File: src/rtl/radio_pkt_sched.sv
// Packet-granular scheduler sharing one AXI-stream uplink among four producers.
// Grants are held from a packet's first beat through its tlast beat.

module radio_pkt_cnt #(
    parameter int CNT_W = 16
) (
    input  logic             clk_i,
    input  logic             rst_i,
    input  logic             inc_i,
    input  logic             clr_i,
    output logic [CNT_W-1:0] cnt_o
);
    logic [CNT_W-1:0] cnt_q;

    // Clear takes precedence over a coincident packet completion.
    always_ff @(posedge clk_i or posedge rst_i) begin
        if (rst_i)      cnt_q <= '0;
        else if (clr_i) cnt_q <= '0;
        else if (inc_i) cnt_q <= cnt_q + 1'b1;
    end

    assign cnt_o = cnt_q;
endmodule

module radio_pkt_sched #(
    parameter int         WIDTH   = 64,
    parameter logic [7:0] SR_BASE = 8'd8,
    parameter int         CNT_W   = 16
) (
    input  logic                 bus_clk,
    input  logic                 bus_rst,
    input  logic                 set_stb,
    input  logic [7:0]           set_addr,
    input  logic [31:0]          set_data,
    input  logic [4*WIDTH-1:0]   i_tdata,
    input  logic [3:0]           i_tlast,
    input  logic [3:0]           i_tvalid,
    output logic [3:0]           i_tready,
    output logic [WIDTH-1:0]     o_tdata,
    output logic                 o_tlast,
    output logic                 o_tvalid,
    input  logic                 o_tready,
    output logic [1:0]           cur_port,
    output logic                 busy,
    output logic [4*CNT_W-1:0]   pkt_cnt
);
    localparam int NP = 4;

    typedef enum logic {S_IDLE, S_GRANT} state_t;

    state_t     state_q;
    logic [1:0] cur_port_q, cur_port_d;
    logic       busy_q;
    logic [3:0] mask_q;
    logic       mode_q;

    logic [3:0] req;
    logic [1:0] rr_win, fp_win;
    logic       in_grant, beat_last, ctl_wr, clr_wr;
    logic       unused_set;

    assign in_grant   = (state_q == S_GRANT);
    assign ctl_wr     = set_stb && (set_addr == SR_BASE);
    assign clr_wr     = set_stb && (set_addr == 8'(SR_BASE + 8'd1));
    assign unused_set = ^{set_data[31:9], set_data[7:4]};

    // Descending scan so the nearest candidate after cur_port wins.
    always_comb begin
        req    = i_tvalid & mask_q;
        rr_win = cur_port_q;
        fp_win = 2'd0;
        for (int k = NP; k >= 1; k--) begin
            if (req[2'(cur_port_q + 2'(k))]) rr_win = 2'(cur_port_q + 2'(k));
        end
        for (int k = NP - 1; k >= 0; k--) begin
            if (req[k]) fp_win = 2'(k);
        end
        cur_port_d = mode_q ? fp_win : rr_win;
    end

    always_comb begin
        o_tdata  = '0;
        o_tlast  = 1'b0;
        o_tvalid = 1'b0;
        i_tready = '0;
        if (in_grant) begin
            o_tdata              = i_tdata[int'(cur_port_q)*WIDTH +: WIDTH];
            o_tlast              = i_tlast[cur_port_q];
            o_tvalid             = i_tvalid[cur_port_q];
            i_tready[cur_port_q] = o_tready;
        end
    end

    assign beat_last = o_tvalid & o_tready & o_tlast;

    always_ff @(posedge bus_clk or posedge bus_rst) begin
        if (bus_rst) begin
            state_q    <= S_IDLE;
            cur_port_q <= 2'd3;
            busy_q     <= 1'b0;
            mask_q     <= 4'hF;
            mode_q     <= 1'b0;
        end else begin
            if (ctl_wr) begin
                mask_q <= set_data[3:0];
                mode_q <= set_data[8];
            end
            case (state_q)
                S_IDLE: begin
                    if (|req) begin
                        cur_port_q <= cur_port_d;
                        busy_q     <= 1'b1;
                        state_q    <= S_GRANT;
                    end
                end
                S_GRANT: begin
                    if (beat_last) begin
                        busy_q  <= 1'b0;
                        state_q <= S_IDLE;
                    end
                end
                default: state_q <= S_IDLE;
            endcase
        end
    end

    assign cur_port = cur_port_q;
    assign busy     = busy_q;

    for (genvar n = 0; n < NP; n++) begin : g_cnt
        radio_pkt_cnt #(.CNT_W(CNT_W)) u_cnt (
            .clk_i (bus_clk),
            .rst_i (bus_rst),
            .inc_i (beat_last && (cur_port_q == 2'(n))),
            .clr_i (clr_wr),
            .cnt_o (pkt_cnt[n*CNT_W +: CNT_W])
        );
    end
endmodule

File: config.mk
export PLATFORM = sky130hd
export DESIGN_NAME = radio_pkt_sched
export DESIGN_NICKNAME = d
export VERILOG_FILES = /design/src/rtl/radio_pkt_sched.sv
export SDC_FILE = /design/constraint.sdc
export NUM_CORES = 1
export LEC_CHECK = 0
export BUFFER_PORTS_ARGS = -buffer_cell sky130_fd_sc_hd__buf_4
export CAP_MARGIN = 10
export CORE_AREA = 2 2 175 177
export CTS_BUF_LIST = sky130_fd_sc_hd__clkbuf_16
export CTS_CLUSTER_DIAMETER = 60
export CTS_CLUSTER_SIZE = 20
export DETAILED_ROUTE_END_ITERATION = 10
export DIE_AREA = 0 0 177 179
export MAX_ROUTING_LAYER = met4
export PLACE_DENSITY = 0.46
export SYNTH_ARGS = -nofsm -noshare
export SYNTH_HDL_FRONTEND = slang
export SYNTH_SLANG_ARGS = --single-unit
File: constraint.sdc
create_clock -name bus_clk -period 3.9 [get_ports bus_clk]
set_clock_uncertainty 0.2 [all_clocks]
set_input_delay 0.78 -clock bus_clk [delete_from_list [all_inputs] [get_ports bus_clk]]
set_output_delay 0.78 -clock bus_clk [all_outputs]
set_load 0.1 [all_outputs]
==> flow_summary.toml <==
[synth]
netlist_instances = 590
syn-cell-area_um2 = 5950
syn_nets = 906
yosys_warnings = 0
ys_seq_area_share_pct = 30.8
async_reset_ff_share_pct = 100
synth_seq_cells = 73
synth_area_per_cell_um2 = 10.1
synthFlopType = "dfrtp_1"
synth_edf_count = 0
ys_types = 41

[setup_path]
crit_path_end_kind = "primary output"
cp-start-kind = "flop"
worst-path-max-fanout = 22
crit_required_ps = 2920
critPathKind = "reg2out"
critical_path_arrival_ps = 2610

[clocking]
cts_tree = "yes"
post_cts_buffers = 0
cts_resized = 0
cts_sinks = 73
cts_buffers = 9
path_clk_slew_ps = 60
ctsRootBufferMaster = "clkbuf_16"
insertion_delay_ps = 340
htreeDepth = 3
cts_buffer_depth = 2
postCtsHoldBufs = 0

[routing]
vias_per_cell = 4.71
drcViolationCount = 0
ant_nets = 0
drt_iter0_markers = 340
vias = 6586
drtPass1Iterations = 4
drt-wirelength-per-cell_um = 23.4
wl_mm = 32.8

[layout]
final_common_cell = "buf_4"
stdcell_count = 1399
n_fill_cell = 3129
area_growth_pct = 66.2
final_cell_mix = "423 x buf_4, 75 x and2_1, 67 x mux4_2"
fin_area_um2 = 9890
fin_nets = 1303
drive_gt1_share_pct = 52.7

[placement]
place_ws_ps = 618
gp_congestion = 0.912
io_buffers = 417
hpwl_mm = 26.7
dp_cells = 1372
place_area_um2 = 9550

[grt]
grtUsageTotal_pct = 20.3
grt_pass1_vias = 6489
grt_max_degree = 50
antenna_found_initial = 12
overflow = 0
grt_pass1_wl_mm = 44.9

[floorplan]
die_h_um = 179
start_util_pct = 19.8
fp.dieW_um = 177
ios = 445
rows = 64
core_area_um2 = 30000
dieArea_um2 = 31700

[hold_path]
hold_class = "reg2reg"

[timing]
tightest_slew_ps = 776
min_period_over_period_pct = 92.0
rsz0062_at_grt = "no"
fmax_mhz = 279
setup_slack_ps = 312
slew_headroom_pct = 48.1
setup_violations = 0
period_minus_slack_ps = 3590
hold_viol_final = 0
slew_viol_final = 0
tns_ps = 0

[power]
p_per_area_nw_per_um2 = 776
p_total_mw = 7.67
total_leakage_power_nw = 4.61
ir_drop_uv = 333

[job]
drv_cap = 0

[run_status]
run_status = "finished, final reports clean"
[state kept, by name, summed over array words and instances (netlist names)]
signal,count
g_cnt.u_cnt.cnt_o,64
in_grant,1
busy,1
mode_q,1
cur_port,2
mask_q,4
[layer usage]
metal | GRT usage [%] | part of all wire [%]
met1 | 25.2 | 43
met2 | 31.7 | 47
met3 | 6.89 | 8.7
met4 | 5.41 | 1.9
met5 | - | 0
[logic make-up after synthesis]
| logic type | after synthesis | synth area share (%) |
|---|---|---|
| and+or+nand+nor | 284 | 25.7 |
| muxes | 73 | 26.5 |
| DFF | 73 | 30.8 |
| AOI/OAI and AO/OA | 62 | 6.16 |
| buffers and inverters | 51 | 3.39 |
| xor gates and xnor gates | 39 | 5.74 |
| adders and majority gates | 8 | 1.68 |
[synthesized netlist by cell type, types with 2 or more instances]
library cell  instances  share of area (%)
xor2_1               25                3.7
nor3_1               14                1.2
a21oi_1              20                1.7
o211ai_1              3               0.38
and2_1               75                7.9
o31ai_1               2               0.25
ha_1                  8                1.7
or3_1                16                1.7
buf_2                 5               0.42
nor2_1               47                3.0
nor4_1                5               0.53
dfrtp_1              67                 28
buf_1                 9               0.57
nand2_1              34                2.1
xnor2_1              14                2.1
nand4_1              32                3.4
and3_1               14                1.5
dfstp_2               6                2.6
clkbuf_1             26                1.6
mux2_2                5               0.95
or4_1                 7               0.88
inv_1                10               0.63
nand3_1              35                2.9
o21a_1                4               0.50
mux4_2               67                 25
o21ai_0              24                2.0
nor4b_1               2               0.29
[per-stage QoR]
stage | hold slack [ps] | util, %
2_1_floorplan | 396 | -
3_3_place_gp | 272 | 31.8
3_5_place_dp | 279 | 31.8
4_1_cts | 292 | 32.8
5_1_grt | 309 | 32.9
6_report | 282 | 32.9
[final timing paths]
path | from | endpoint | slack, ps | depth (start not counted)
setup / recovery | cur_port[0]$_DFFE_PP1P_ | o_tdata[25] | 310 | 4
hold / removal | busy$_DFFE_PP0P_ | busy$_DFFE_PP0P_ | 280 | 2
setup reg to reg | cur_port[0]$_DFFE_PP1P_ | g_cnt[1].u_cnt.cnt_o[15]$_DFFE_PP0P_ | 690 | 7
hold reg to reg | busy$_DFFE_PP0P_ | busy$_DFFE_PP0P_ | 280 | 2
max in group asynchronous | bus_rst | mask_q[0]$_DFFE_PP1P_ | 2450 | 3
min in group asynchronous | bus_rst | g_cnt[0].u_cnt.cnt_o[12]$_DFFE_PP0P_ | 310 | 2
[area by class of cell]
| class | count | area, µm² | area share (%) |
|---|---|---|---|
| Multi-Input combinational cell | 466 | 3920 | 39.6 |
| Timing Repair Buffer | 427 | 3260 | 32.9 |
| Sequential cell | 73 | 1840 | 18.6 |
| Tap cell | 396 | 495 | 5.01 |
| Clock buffer | 9 | 225 | 2.28 |
| Clock inverter | 7 | 86.3 | 0.873 |
| Inverter | 10 | 37.5 | 0.380 |
| Antenna cell | 11 | 27.5 | 0.278 |
[power by group]
part           switching, mW  internal (mW)  leakage [nW]
clock network          0.334          0.554         0.158
registers              0.197          0.827         0.977
logic                   4.16           1.60          3.48
total                   4.69           2.98          4.61
[worst max-delay path: stages (launching register included)]
cell and delay (ps):
dfstp_4 780, buf_4 440, mux4_2 550, and2_1 240, buf_4 260
No activity file was read; power rests on OpenSTA's default activity.
